==> config.mk <==
export PLATFORM = sky130hd
export DESIGN_NAME = y1_0_pattern_gen
export DESIGN_NICKNAME = d
export VERILOG_FILES = /design/src/rtl/y1_0_pattern_gen.sv
export SDC_FILE = /design/constraint.sdc
export NUM_CORES = 1
export LEC_CHECK = 0
export BUFFER_PORTS_ARGS = -buffer_cell sky130_fd_sc_hd__buf_2
export CAP_MARGIN = 25
export CORE_UTILIZATION = 40
export DETAILED_ROUTE_END_ITERATION = 10
export SKIP_CTS_REPAIR_TIMING = 1
export SYNTH_ARGS = -nofsm -noshare
export SYNTH_HDL_FRONTEND = slang
export SYNTH_SLANG_ARGS = --single-unit
==> constraint.sdc <==
create_clock -name clk -period 3.3 [get_ports clk]
set_input_delay 0.66 -clock clk [delete_from_list [all_inputs] [get_ports clk]]
set_output_delay 0.66 -clock clk [all_outputs]
set_load 0.02 [all_outputs]
==> src/rtl/y1_0_pattern_gen.sv <==
`default_nettype none
// ============================================================================
// Module   : y1_0_pattern_gen
// Purpose  : Burst stimulus source for the y1_0 word detector; counts flag
//            disagreements against the expected match result.
// Revision : 1.0  initial release
// ============================================================================
module y1_0_pattern_gen (
  input  logic        clk,
  input  logic        rst_n,
  input  logic        start,
  input  logic        mode,
  input  logic [3:0]  len,
  input  logic        ready,
  input  logic        match_in,
  output logic [15:0] po_word,
  output logic        valid,
  output logic        busy,
  output logic        done,
  output logic [7:0]  err_cnt
);

  localparam logic [15:0] C_GOLDEN  = 16'h462C;
  localparam logic [15:0] C_ILLEGAL = 16'h462F;

  typedef enum logic [1:0] {
    S_IDLE = 2'd0,
    S_SEND = 2'd1,
    S_DONE = 2'd2
  } state_t;

  state_t      state_q, state_d;
  logic        mode_q, mode_d;
  logic [4:0]  rem_q, rem_d;
  logic [1:0]  k3_q, k3_d;
  logic [3:0]  k15_q, k15_d;
  logic [7:0]  err_q, err_d;
  logic [15:0] word_q, word_d;
  logic        valid_q, valid_d;
  logic        busy_q, busy_d;
  logic        done_q, done_d;
  logic [15:0] w_word;

  // k is tracked as two residues so no divider is needed for k mod 3 / k mod 15
  always_comb begin
    w_word = C_GOLDEN | {14'd0, k3_d};
    if (mode_d) begin
      if (k15_d == 4'd14) w_word = C_ILLEGAL;
      else                w_word = C_GOLDEN ^ (16'h0001 << (k15_d + 4'd2));
    end
  end

  always_comb begin
    state_d = state_q;
    mode_d  = mode_q;
    rem_d   = rem_q;
    k3_d    = k3_q;
    k15_d   = k15_q;
    err_d   = err_q;
    case (state_q)
      S_IDLE: begin
        if (start) begin
          mode_d  = mode;
          rem_d   = (len == 4'd0) ? 5'd16 : {1'b0, len};
          k3_d    = 2'd0;
          k15_d   = 4'd0;
          err_d   = 8'd0;
          state_d = S_SEND;
        end
      end
      S_SEND: begin
        if (valid_q && ready) begin
          if ((match_in == mode_q) && (err_q != 8'hFF)) err_d = err_q + 8'd1;
          k3_d  = (k3_q == 2'd2) ? 2'd0 : k3_q + 2'd1;
          k15_d = (k15_q == 4'd14) ? 4'd0 : k15_q + 4'd1;
          rem_d = rem_q - 5'd1;
          if (rem_q == 5'd1) state_d = S_DONE;
        end
      end
      S_DONE:  state_d = S_IDLE;
      default: state_d = S_IDLE;
    endcase
    valid_d = (state_d == S_SEND);
    busy_d  = (state_d != S_IDLE);
    done_d  = (state_d == S_DONE);
    word_d  = valid_d ? w_word : 16'h0000;
  end

  always_ff @(posedge clk or negedge rst_n) begin
    if (!rst_n) begin
      state_q <= S_IDLE;
      mode_q  <= 1'b0;
      rem_q   <= 5'd0;
      k3_q    <= 2'd0;
      k15_q   <= 4'd0;
      err_q   <= 8'd0;
      word_q  <= 16'h0000;
      valid_q <= 1'b0;
      busy_q  <= 1'b0;
      done_q  <= 1'b0;
    end else begin
      state_q <= state_d;
      mode_q  <= mode_d;
      rem_q   <= rem_d;
      k3_q    <= k3_d;
      k15_q   <= k15_d;
      err_q   <= err_d;
      word_q  <= word_d;
      valid_q <= valid_d;
      busy_q  <= busy_d;
      done_q  <= done_d;
    end
  end

  assign po_word = word_q;
  assign valid   = valid_q;
  assign busy    = busy_q;
  assign done    = done_q;
  assign err_cnt = err_q;

endmodule
`default_nettype wire

==> metrics.yaml <==
period_minus_slack_ns: 2.78
synth_nets: 225
synth_edf_count: 0
floorplan.die.height_um: 74.9
worst_hold_path_type: "input pin to async pin"
ys.warnings.count: 0
max_slew.worst_pin.slew_ns: 0.890
cellLeakagePower_uw: 0.00111
r2r.worst_path.cells: 10
timing.slew.headroom: 0.407
max-cap-violations: 0
cts_inserted_buffers: 5
drc_errors: 0
critical_path.reg2reg.startpoint: "k15_q[0]"
finalCoreUtilization: 0.487
synthCells: 209
gp_congestion: 0.855
post_synth.cell_area_avg_um2: 10.2
critPathKind: "flop to flop"
cts_htree_levels: 2
cts.sinks: 41
wl_per_cell_um: 14.4
synth_top_family_by_area: "simple AND/OR/NAND/NOR gates"
finalClockSkew_ns: 0.00922
grt_usage: 0.185
vias_per_cell: 5.49
num_rows: 26
grt_setup_unrepaired: "no"
outcome: "complete, no violations"
netlist_top_cells_area: "sky130_fd_sc_hd__dfrtp_1, sky130_fd_sc_hd__ha_1, sky130_fd_sc_hd__nand3_1"
post_synth_most_frequent_cells: "sky130_fd_sc_hd__dfrtp_1, sky130_fd_sc_hd__nand2_1, sky130_fd_sc_hd__nor2_1"
first_global_vias: 1618
final_min_period_over_clock_period: 0.842
worst_ep_required_time_ns: 3.49
share_of_the_synthesized_netlist_area_taken_by_xor_and_xnor_gates: 0.0247
cellPowerDensity_nw_per_um2: 1070
port_buffers: 36
post_synth_mux_area_share: 0.0200
areaGrowthSynthToFinish_pct: 17.0
postRouteAntennaNets: 0
die_area_um2: 5610
synth-simple-area-share: 0.220
regToRegSetupSlack_ns: 0.52
setup_viol: 0
core_region_area_um2: 5110
async_set_reset_flop_share_out_of_synthesis: 1.00
grt_pass1_wl_um: 7710
drt_first_pass_iters: 4
detailroute.via_count: 1752
timing.critical_path.to: "po_word[3]"
design.portCount: 37
hpwlAfterDp_um: 3210
synth-seq-cells: 41
cts_tree: "yes"
endpoint_kind: "flop"
routed_wl_um: 4580
initial_utilization: 0.416
part_of_the_yosys_area_used_for_sequential_elements: 0.483
timing.critical_path.from: "k15_q[0]"
worst-endpoint-arrival_ns: 2.97
drtIter0Drc: 73
antenna_found_initial: 0
yosysMostFrequentCell: "sky130_fd_sc_hd__dfrtp_1"
worst-path-max-fanout: 9
insertedDiodeCount: 0
ys_types: 55
layout-drive-gt1-share: 0.245
grt-ovfl-total: 0
clock-root-buffer: "sky130_fd_sc_hd__clkbuf_8"
syn-cell-area_um2: 2120
synthAdderAreaFrac: 0.0353
maximum_number_of_pins_on_one_net_before_global_route_repair: 42
irDropWorstVdd_v: 0.000539
yosysTopAreaCellShare: 0.483
final_hold_viol_count: 0
totalNegativeSetupSlack_ns: 0
synth_compound_gate_area_share: 0.175
crit_path_start_kind: "flop"
final_max_slew_viol_count: 0
cell_accounting_for_the_most_synthesized_area: "sky130_fd_sc_hd__dfrtp_1"
num-nets-final: 264
clkTransAtPathRegs_ns: 0.09
maximum_operating_frequency_mhz: 360
crit-reg2reg-capture: "po_word[3]"
synth_ff_type: "sky130_fd_sc_hd__dfrtp_1"
clock_latency_ns: 0.30
die_w_um: 74.9
cts-root-to-sink-buffers: 2
filler_cell_count: 509
-- state kept, by name, summed over array words and instances (netlist names) --
signal   cells
busy         1
valid        1
po_word     16
rem_q        5
k3_q         2
done         1
k15_q        4
state_q      2
mode_q       1
err_cnt      8
-- how the worst min path moves through the flow --
stage | from | slack, ns | to
floorplan | rst_n | 0.36 | busy
global placement | rem_q[1] | 0.49 | rem_q[1]
detailed placement | rem_q[1] | 0.51 | rem_q[1]
CTS | rst_n | 0.52 | k3_q[1]
global route | rst_n | 0.57 | busy
finish | rst_n | 0.48 | rem_q[2]
-- critical path, cell delays in order (launching register included) --
cell and delay (ns):
sky130_fd_sc_hd__dfrtp_1 0.54, sky130_fd_sc_hd__inv_1 0.14, sky130_fd_sc_hd__ha_1 0.25, sky130_fd_sc_hd__and3_1 0.22, sky130_fd_sc_hd__or3_4 0.36, sky130_fd_sc_hd__nand2_1 0.10
sky130_fd_sc_hd__ha_1 0.21, sky130_fd_sc_hd__inv_1 0.07, sky130_fd_sc_hd__a21oi_1 0.23, sky130_fd_sc_hd__nor2_1 0.16, sky130_fd_sc_hd__o41a_1 0.39
-- placed cells by master, fill, tap and decap left out, types with 4 or more instances in the layout --
cell	netlist	final
sky130_fd_sc_hd__dfrtp_1	41	41
sky130_fd_sc_hd__buf_2	2	36
sky130_fd_sc_hd__nand2_1	15	15
sky130_fd_sc_hd__nor2_1	15	15
sky130_fd_sc_hd__nand3_1	14	14
sky130_fd_sc_hd__a21oi_1	12	12
sky130_fd_sc_hd__inv_1	12	12
sky130_fd_sc_hd__nor3_1	10	10
sky130_fd_sc_hd__o21ai_0	9	9
sky130_fd_sc_hd__xnor2_1	6	6
sky130_fd_sc_hd__ha_1	6	6
sky130_fd_sc_hd__a31oi_1	5	5
sky130_fd_sc_hd__clkbuf_8	0	5
sky130_fd_sc_hd__a211oi_1	4	4
-- through the flow --
stage | hold WS (ns) | cells | power [µW] | setup slack (ns) | cell area, µm²
final | 0.476 | 319 | 2650 | 0.521 | 2490
after global routing | 0.573 | 319 | 2880 | 0.358 | 2490
after CTS | 0.522 | 319 | 2660 | 0.511 | 2490
after detailed placement | 0.515 | 311 | 2230 | 0.488 | 2370
after global placement | 0.492 | 311 | 2220 | 0.560 | 2370
after floorplan | 0.364 | 209 | 1900 | 0.813 | 2120
-- final cells by class --
type	instances	area [µm²]	area share
clock buffer	5	68.8	0.0277
clock inverter	3	46.3	0.0186
inverter	12	45.0	0.0181
multi-input combinational	149	1010	0.406
sequential	41	1030	0.413
tap	70	87.6	0.0352
timing repair buffer	39	203	0.0815
-- power by group --
group,internal (µW),switching [µW],leakage (µW)
sequential,680,183,0.000504
clock,226,182,0.0000543
combinational,509,869,0.000549
-- routing by layer --
metal	routed length, µm	track usage
met5	0	0
met1	2200	0.249
met2	2160	0.294
met4	68	0.0629
met3	152	0.0442
-- logic make-up after synthesis --
logic type / after synthesis
multiplexers: 3
adder cells (fa/ha/maj): 6
flip-flops: 41
buffers and inverters: 19
AND/OR/NAND/NOR: 81
XOR/XNOR: 6
AO/OA/AOI/OAI: 53
No activity file was read; power rests on OpenSTA's default activity.
